===== src/rtl/matrix_mul_pkg.sv =====
// ---------------------------------------------------------------------------
// matrix_mul_pkg
// Shared definitions for the matrix-multiply datapath. The operand-fetch
// control unit and the result block writer both import this package.
//
// Contents:
//   DATA_W     default width of one matrix element / RAM word
//   ADDR_W     default RAM address width
//   RAM_DEPTH  number of words in the result RAM
//   wr_state_t state encoding of the result block writer FSM
// ---------------------------------------------------------------------------
package matrix_mul_pkg;

    localparam int DATA_W    = 32;
    localparam int ADDR_W    = 9;
    localparam int RAM_DEPTH = 1 << ADDR_W;

    // IDLE waits for start, CALC resolves the block address, W11..W22 issue
    // the four element writes, FIN emits the done pulse.
    typedef enum logic [2:0] {
        IDLE,
        CALC,
        W11,
        W12,
        W21,
        W22,
        FIN
    } wr_state_t;

endpackage


===== src/rtl/result_block_writer_addr_calc.sv =====
// ---------------------------------------------------------------------------
// rb_addr_calc
// Combinational address and geometry check for one 2x2 result block.
// Computes r0 = c_base + 2*blk_row*mat_dim + 2*blk_col at full width and
// flags any geometry that would leave the matrix or run past the RAM end.
//
// Ports:
//   c_base_i    RAM address of C[0][0]
//   mat_dim_i   matrix dimension N
//   blk_row_i   block row index
//   blk_col_i   block column index
//   r0_o        low addr_w bits of r0 (exact whenever bad_geom_o is low)
//   bad_geom_o  high when the request must be rejected
// ---------------------------------------------------------------------------
module rb_addr_calc
    import matrix_mul_pkg::*;
#(
    parameter int addr_w = ADDR_W
) (
    input  logic [addr_w-1:0] c_base_i,
    input  logic [addr_w-1:0] mat_dim_i,
    input  logic [addr_w-2:0] blk_row_i,
    input  logic [addr_w-2:0] blk_col_i,
    output logic [addr_w-1:0] r0_o,
    output logic              bad_geom_o
);

    // Wide enough for c_base + 2*row*N + 2*col + N + 1 without overflow.
    localparam int CW = 2 * addr_w + 1;

    localparam logic [CW-1:0] ONE_W    = {{(CW-1){1'b0}}, 1'b1};
    localparam logic [CW-1:0] ADDR_MAX = {{(CW-addr_w){1'b0}}, {addr_w{1'b1}}};

    logic [CW-1:0] base_w;
    logic [CW-1:0] dim_w;
    logic [CW-1:0] row2_w;
    logic [CW-1:0] col2_w;
    logic [CW-1:0] r0_w;
    logic [CW-1:0] last_w;

    // All arithmetic is done unsigned at CW bits so the range check sees the
    // true value; only after the check passes is r0 narrowed to addr_w bits.
    // The last element written is r0+N+1, so that is what must fit.
    always_comb begin
        base_w = CW'(c_base_i);
        dim_w  = CW'(mat_dim_i);
        row2_w = CW'(blk_row_i) << 1;
        col2_w = CW'(blk_col_i) << 1;
        r0_w   = base_w + (row2_w * dim_w) + col2_w;
        last_w = r0_w + dim_w + ONE_W;

        bad_geom_o = (mat_dim_i == '0)
                   | mat_dim_i[0]
                   | ((col2_w + ONE_W) >= dim_w)
                   | ((row2_w + ONE_W) >= dim_w)
                   | (last_w > ADDR_MAX);

        r0_o = r0_w[addr_w-1:0];
    end

endmodule


===== src/rtl/result_block_writer.sv =====
// ---------------------------------------------------------------------------
// result_block_writer
// Stores one finished 2x2 result block into the result RAM as four
// single-word writes in row-major order: (r0,c_11), (r0+1,c_12),
// (r0+N,c_21), (r0+N+1,c_22). Bad geometry ends the request with err
// instead of writing anything.
//
// Ports:
//   clk, rst          clock, asynchronous active-high reset
//   start             request, sampled only in IDLE
//   c_base            RAM address of C[0][0]
//   mat_dim           matrix dimension N
//   blk_row, blk_col  block indices
//   c_11..c_22        block elements, captured on acceptance
//   ram_we            registered RAM write enable
//   ram_addr          registered RAM write address
//   ram_w_data        registered RAM write data
//   busy              high while a request is in flight
//   done              one-cycle pulse at the end of each request
//   err               set with done on a rejected request, held until next start
// ---------------------------------------------------------------------------
module result_block_writer
    import matrix_mul_pkg::*;
#(
    parameter int data_w = DATA_W,
    parameter int addr_w = ADDR_W
) (
    input  logic              clk,
    input  logic              rst,
    input  logic              start,
    input  logic [addr_w-1:0] c_base,
    input  logic [addr_w-1:0] mat_dim,
    input  logic [addr_w-2:0] blk_row,
    input  logic [addr_w-2:0] blk_col,
    input  logic [data_w-1:0] c_11,
    input  logic [data_w-1:0] c_12,
    input  logic [data_w-1:0] c_21,
    input  logic [data_w-1:0] c_22,
    output logic              ram_we,
    output logic [addr_w-1:0] ram_addr,
    output logic [data_w-1:0] ram_w_data,
    output logic              busy,
    output logic              done,
    output logic              err
);

    localparam logic [addr_w-1:0] ONE_A = {{(addr_w-1){1'b0}}, 1'b1};

    wr_state_t         state_q;

    logic [data_w-1:0] c11_q, c12_q, c21_q, c22_q;
    logic [addr_w-1:0] c_base_q;
    logic [addr_w-1:0] mat_dim_q;
    logic [addr_w-2:0] blk_row_q;
    logic [addr_w-2:0] blk_col_q;

    logic [addr_w-1:0] r0_q;
    logic [addr_w-1:0] r0_d;
    logic              bad_q;
    logic              bad_geom_d;

    logic [addr_w-1:0] addr_d;
    logic [data_w-1:0] data_d;

    logic              ram_we_q;
    logic [addr_w-1:0] ram_addr_q;
    logic [data_w-1:0] ram_w_data_q;
    logic              busy_q;
    logic              done_q;
    logic              err_q;

    // The address calculator only ever sees latched operands, so input
    // changes after acceptance cannot disturb the block in flight.
    rb_addr_calc #(
        .addr_w (addr_w)
    ) u_addr_calc (
        .c_base_i   (c_base_q),
        .mat_dim_i  (mat_dim_q),
        .blk_row_i  (blk_row_q),
        .blk_col_i  (blk_col_q),
        .r0_o       (r0_d),
        .bad_geom_o (bad_geom_d)
    );

    // Address/data of the write issued from the current write state. r0+N+1
    // was range-checked at full width, so these addr_w-bit sums cannot wrap.
    always_comb begin
        addr_d = r0_q;
        data_d = c11_q;
        case (state_q)
            W12: begin
                addr_d = r0_q + ONE_A;
                data_d = c12_q;
            end
            W21: begin
                addr_d = r0_q + mat_dim_q;
                data_d = c21_q;
            end
            W22: begin
                addr_d = r0_q + mat_dim_q + ONE_A;
                data_d = c22_q;
            end
            default: begin
                addr_d = r0_q;
                data_d = c11_q;
            end
        endcase
    end

    // Main FSM with registered outputs. ram_we and done default low each
    // cycle so they can only pulse from the states that set them; ram_addr
    // and ram_w_data simply hold between writes. busy rises on the CALC
    // cycle and falls on the FIN cycle, together with done. A rejected
    // request goes CALC -> FIN and never touches the write port.
    always_ff @(posedge clk or posedge rst) begin
        if (rst) begin
            state_q      <= IDLE;
            c11_q        <= '0;
            c12_q        <= '0;
            c21_q        <= '0;
            c22_q        <= '0;
            c_base_q     <= '0;
            mat_dim_q    <= '0;
            blk_row_q    <= '0;
            blk_col_q    <= '0;
            r0_q         <= '0;
            bad_q        <= 1'b0;
            ram_we_q     <= 1'b0;
            ram_addr_q   <= '0;
            ram_w_data_q <= '0;
            busy_q       <= 1'b0;
            done_q       <= 1'b0;
            err_q        <= 1'b0;
        end else begin
            done_q   <= 1'b0;
            ram_we_q <= 1'b0;
            case (state_q)
                IDLE: begin
                    if (start) begin
                        c11_q     <= c_11;
                        c12_q     <= c_12;
                        c21_q     <= c_21;
                        c22_q     <= c_22;
                        c_base_q  <= c_base;
                        mat_dim_q <= mat_dim;
                        blk_row_q <= blk_row;
                        blk_col_q <= blk_col;
                        err_q     <= 1'b0;
                        state_q   <= CALC;
                    end
                end
                CALC: begin
                    busy_q  <= 1'b1;
                    r0_q    <= r0_d;
                    bad_q   <= bad_geom_d;
                    state_q <= bad_geom_d ? FIN : W11;
                end
                W11, W12, W21, W22: begin
                    ram_we_q     <= 1'b1;
                    ram_addr_q   <= addr_d;
                    ram_w_data_q <= data_d;
                    case (state_q)
                        W11:     state_q <= W12;
                        W12:     state_q <= W21;
                        W21:     state_q <= W22;
                        default: state_q <= FIN;
                    endcase
                end
                FIN: begin
                    done_q  <= 1'b1;
                    busy_q  <= 1'b0;
                    err_q   <= bad_q;
                    state_q <= IDLE;
                end
                default: begin
                    state_q <= IDLE;
                end
            endcase
        end
    end

    assign ram_we     = ram_we_q;
    assign ram_addr   = ram_addr_q;
    assign ram_w_data = ram_w_data_q;
    assign busy       = busy_q;
    assign done       = done_q;
    assign err        = err_q;

endmodule


===== config.mk =====
export PLATFORM = sky130hd
export DESIGN_NAME = result_block_writer
export DESIGN_NICKNAME = d
export VERILOG_FILES = /design/src/rtl/matrix_mul_pkg.sv /design/src/rtl/result_block_writer_addr_calc.sv /design/src/rtl/result_block_writer.sv
export SDC_FILE = /design/constraint.sdc
export NUM_CORES = 1
export LEC_CHECK = 0
export CELL_PAD_IN_SITES_DETAIL_PLACEMENT = 1
export CELL_PAD_IN_SITES_GLOBAL_PLACEMENT = 1
export CORE_AREA = 2 2 221 223
export CTS_CLUSTER_SIZE = 16
export DETAILED_ROUTE_END_ITERATION = 7
export DIE_AREA = 0 0 223 225
export HOLD_SLACK_MARGIN = 0.06
export PLACE_DENSITY = 0.69
export SYNTH_ARGS = -nofsm -noshare
export SYNTH_HDL_FRONTEND = slang
export SYNTH_HIERARCHICAL = 1
export SYNTH_SLANG_ARGS = --single-unit
export TNS_END_PERCENT = 5

===== constraint.sdc =====
create_clock -name clk -period 13.1 [get_ports clk]
set_input_delay 2.62 -clock clk [delete_from_list [all_inputs] [get_ports clk]]
set_output_delay 2.62 -clock clk [all_outputs]
set_load 0.01 [all_outputs]

==> flow_summary.html <==
<table>
<tr><th>Metric</th><th>Value</th></tr>
<tr><th colspan="2">Routing</th></tr>
<tr><td>Vias per cell</td><td>5.08</td></tr>
<tr><td>Overall via count from detail_route</td><td>between 10000 and 15000</td></tr>
<tr><td>1st-iter DRT viols</td><td>456</td></tr>
<tr><td>ANT nets after route</td><td>0</td></tr>
<tr><td>Mean routed wirelength per cell</td><td>20.3 µm</td></tr>
<tr><td>Residual DRC</td><td>0</td></tr>
<tr><td>Total wire length</td><td>about 43000 µm</td></tr>
<tr><td>Count of TritonRoute iterations in the first routing pass</td><td>4</td></tr>
<tr><th colspan="2">Finish</th></tr>
<tr><td>Area added between synthesis and finish</td><td>25.4%</td></tr>
<tr><td>Number of nets at the end of the flow</td><td>between 1500 and 2000</td></tr>
<tr><td>Ratio of cells with drive above 1 in the final layout</td><td>17.2%</td></tr>
<tr><th colspan="2">Critical path</th></tr>
<tr><td>Critical path data arrival time</td><td>7.67 ns</td></tr>
<tr><td>Worst Path Required</td><td>roughly 14 ns</td></tr>
<tr><td>Max stage delay cell, worst path</td><td>sky130_fd_sc_hd__dfrtp_1</td></tr>
<tr><td>Critical path peak fanout</td><td>15</td></tr>
<tr><td>Startpoint type of the worst setup path</td><td>flop</td></tr>
<tr><td>CP Capture Type</td><td>flop</td></tr>
<tr><td>Max stage delay on crit path</td><td>between 0.7 and 0.8 ns</td></tr>
<tr><td>CP bufs+invs</td><td>4</td></tr>
<tr><td>Class of the most critical setup path</td><td>flop to flop</td></tr>
<tr><td>Cell type group with the largest total delay on the critical path</td><td>adder cells</td></tr>
<tr><th colspan="2">Logic synthesis</th></tr>
<tr><td>Number of enable-type register cells in the synthesized netlist</td><td>0</td></tr>
<tr><td>Post-synthesis async set-or-reset flop share</td><td>100%</td></tr>
<tr><td>Gate count after technology mapping</td><td>1288</td></tr>
<tr><td>Sequential share of the synthesized area</td><td>38.9%</td></tr>
<tr><td>Dominant cell type by area after synthesis</td><td>sky130_fd_sc_hd__dfrtp_1</td></tr>
<tr><td>Synth area leaders</td><td>sky130_fd_sc_hd__dfrtp_1 (39%), sky130_fd_sc_hd__mux2_2 (13%), sky130_fd_sc_hd__ha_1 (7.7%)</td></tr>
<tr><td>Predominant post-synthesis flop cell</td><td>sky130_fd_sc_hd__dfrtp_1</td></tr>
<tr><td>Number of warnings issued by yosys</td><td>6</td></tr>
<tr><td>Synth cell types</td><td>between 80 and 90</td></tr>
<tr><td>Area fraction of the dominant cell type after synthesis</td><td>roughly two fifths</td></tr>
<tr><td>Avg Inst Size Synth</td><td>between 10 and 15 µm²</td></tr>
<tr><td>Cell area after synthesis</td><td>0.0142 mm²</td></tr>
<tr><td>#FFs+latches synth</td><td>220</td></tr>
<tr><td>Nets in the synthesized netlist</td><td>1593</td></tr>
<tr><td>Top cell types by occurrence after synthesis</td><td>sky130_fd_sc_hd__dfrtp_1 (220), sky130_fd_sc_hd__mux2_2 (167), sky130_fd_sc_hd__inv_1 (114), sky130_fd_sc_hd__ha_1 (87), sky130_fd_sc_hd__nor2_1 (73)</td></tr>
<tr><td>Most numerous cell in the Yosys netlist</td><td>sky130_fd_sc_hd__dfrtp_1</td></tr>
<tr><th colspan="2">Floorplanning</th></tr>
<tr><td>Count of pins on the block boundary</td><td>210</td></tr>
<tr><td>Initial Util</td><td>between 20 and 30%</td></tr>
<tr><td>Chip height</td><td>between 200 and 250 µm</td></tr>
<tr><td>X dimension of the die</td><td>223 µm</td></tr>
<tr><td>Area of the die</td><td>around 0.05 mm²</td></tr>
<tr><td>Core Footprint</td><td>~0.048 mm²</td></tr>
<tr><td>Floorplan row count</td><td>80</td></tr>
<tr><th colspan="2">Clocking</th></tr>
<tr><td>Hold-fix buffers, CTS</td><td>0</td></tr>
<tr><td>TritonCTS clock tree</td><td>yes</td></tr>
<tr><td>Number of buffers created by CTS</td><td>28</td></tr>
<tr><td>Number of buffers between clock root and the deepest sink</td><td>3</td></tr>
<tr><td>TritonCTS sink count</td><td>220</td></tr>
<tr><td>Clock edge transition at the registers on the reported setup and hold paths</td><td>0.06 ns</td></tr>
<tr><td>Max H-tree Level</td><td>1</td></tr>
<tr><td>Clk root buf</td><td>sky130_fd_sc_hd__clkbuf_16</td></tr>
<tr><td>Post-cts resize count</td><td>0</td></tr>
<tr><td>Later-pin clock latency in the skew report</td><td>roughly 0.6 ns</td></tr>
<tr><td>Post-CTS setup buffer count</td><td>0</td></tr>
<tr><th colspan="2">Timing</th></tr>
<tr><td>Setup repair after global routing missed its margin</td><td>false</td></tr>
<tr><td>Clock skew</td><td>between 0.02 and 0.03 ns</td></tr>
<tr><td>Max_slew headroom</td><td>between 20% and 30%</td></tr>
<tr><td>Highest Clock Rate</td><td>~140 MHz</td></tr>
<tr><td>Post-layout minimum cycle time</td><td>7.23 ns</td></tr>
<tr><td>Transition time of the tightest slew-check pin</td><td>1.18 ns</td></tr>
<tr><td>Final Hold Viols</td><td>0</td></tr>
<tr><td>Ratio of final minimum period to clock period</td><td>55.2%</td></tr>
<tr><td>Setup Total Neg Slack</td><td>0 ns</td></tr>
<tr><td>Final setup violation count</td><td>0</td></tr>
<tr><td>Final Max Tran Viols</td><td>0</td></tr>
<tr><th colspan="2">Global route</th></tr>
<tr><td>GRT Residual Overflow</td><td>0</td></tr>
<tr><td>Global-route wire length before repair</td><td>67800 µm</td></tr>
<tr><td>Largest net degree at the start of global routing</td><td>89</td></tr>
<tr><td>Aggregate global-route resource usage</td><td>17.3%</td></tr>
<tr><td>Number of global-route vias before repair</td><td>about 12000</td></tr>
<tr><td>Antenna violations before repair</td><td>8</td></tr>
<tr><th colspan="2">Job</th></tr>
<tr><td>Number of maximum-capacitance constraint violations</td><td>0</td></tr>
<tr><th colspan="2">Placed design</th></tr>
<tr><td>Number of input and output port buffers inserted</td><td>~210</td></tr>
<tr><td>Detail Placement HPWL</td><td>around 32000 µm</td></tr>
<tr><td>Final RePlAce weighted congestion</td><td>0.806</td></tr>
<tr><th colspan="2">Run status</th></tr>
<tr><td>Result of the run</td><td>finished, final reports clean</td></tr>
<tr><th colspan="2">Min path</th></tr>
<tr><td>Worst hold-check path type</td><td>flop to flop</td></tr>
</table>
## cell families (layout without fill, tap and decap cells)
logic type,after synthesis,after routing,synth area share [%]
and+or+nand+nor,279,279,10.1
xor gates and xnor gates,35,35,2.32
muxes,209,209,16.3
AOI/OAI and AO/OA,234,234,12.3
buffers and inverters,171,383,4.97
adders and majority gates,140,140,15.2
DFF,220,220,38.9
other,0,2,0
## placed cells by master, fill, tap and decap left out, types with 42 or more instances in the layout
| cell type | netlist | final |
|---|---|---|
| sky130_fd_sc_hd__a21oi_1 | 42 | 42 |
| sky130_fd_sc_hd__ha_1 | 87 | 87 |
| sky130_fd_sc_hd__dfrtp_1 | 220 | 219 |
| sky130_fd_sc_hd__inv_1 | 114 | 113 |
| sky130_fd_sc_hd__and2_1 | 47 | 47 |
| sky130_fd_sc_hd__nand2_1 | 66 | 65 |
| sky130_fd_sc_hd__fa_1 | 53 | 53 |
| sky130_fd_sc_hd__mux2_2 | 167 | 167 |
| sky130_fd_sc_hd__a221oi_1 | 52 | 52 |
| sky130_fd_sc_hd__clkdlybuf4s50_1 | 0 | 209 |
| sky130_fd_sc_hd__nor2_1 | 73 | 73 |
## layout make-up
type / count / area (µm²)
Fill cell: 5235 / 29800
Multi-Input combinational cell: 897 / 7970
Sequential cell: 220 / 5510
Timing Repair Buffer: 220 / 2170
Clock buffer: 41 / 830
Tap cell: 615 / 769
Inverter: 116 / 443
Clock inverter: 6 / 66.3
Antenna cell: 2 / 5.00
## path summary, 6_finish.rpt
kind                              startpoint        end  slack, ns  cells after the start
worst max-delay path            mat_dim_q[1]      bad_q       5.87                     30
worst min-delay path               c11_q[30]  c11_q[30]       0.49                      1
worst max register to register  mat_dim_q[1]      bad_q       5.87                     30
worst min register to register     c11_q[30]  c11_q[30]       0.49                      1
max in group asynchronous                rst  c12_q[24]       9.13                      3
min in group asynchronous                rst   c21_q[3]       2.49                      2
## per-stage QoR
step | cells | instance area [µm²] | worst slack, ns | util, % | hold WS [ns]
final | 2117 | 17800 | 5.87 | 37.4 | 0.489
after global routing | 2115 | 17800 | 5.31 | 37.3 | 0.518
after global placement | 2068 | 16900 | 6.18 | 35.5 | 0.470
after floorplan | 1288 | 14200 | 4.46 | - | 0.459
after detailed placement | 2068 | 16900 | 5.83 | 35.5 | 0.481
after CTS | 2115 | 17800 | 5.85 | 37.3 | 0.494
## metal layers
metal | up-vias | global-route usage [%] | wire (µm)
li1 | 4951 | - | -
met1 | 5512 | 21.3 | 18000
met2 | 205 | 29.2 | 20900
met3 | 66 | 5.51 | 3080
met4 | 12 | 4.31 | 1010
met5 | - | 0 | 80
## state kept, by name (all words and copies together) (netlist names)
name and flops:
r0_q 9, state_q 3, done 1, c22_q 32, ram_addr 9, ram_w_data 32
blk_row_q 8, mat_dim_q 9, bad_q 1, c21_q 32, c_base_q 9, err 1
c12_q 32, busy 1, blk_col_q 8, c11_q 32, ram_we 1
Power is left out: the tool's default activity adds up to more than one toggle a clock period on the data nets, which glitch-free logic cannot reach.
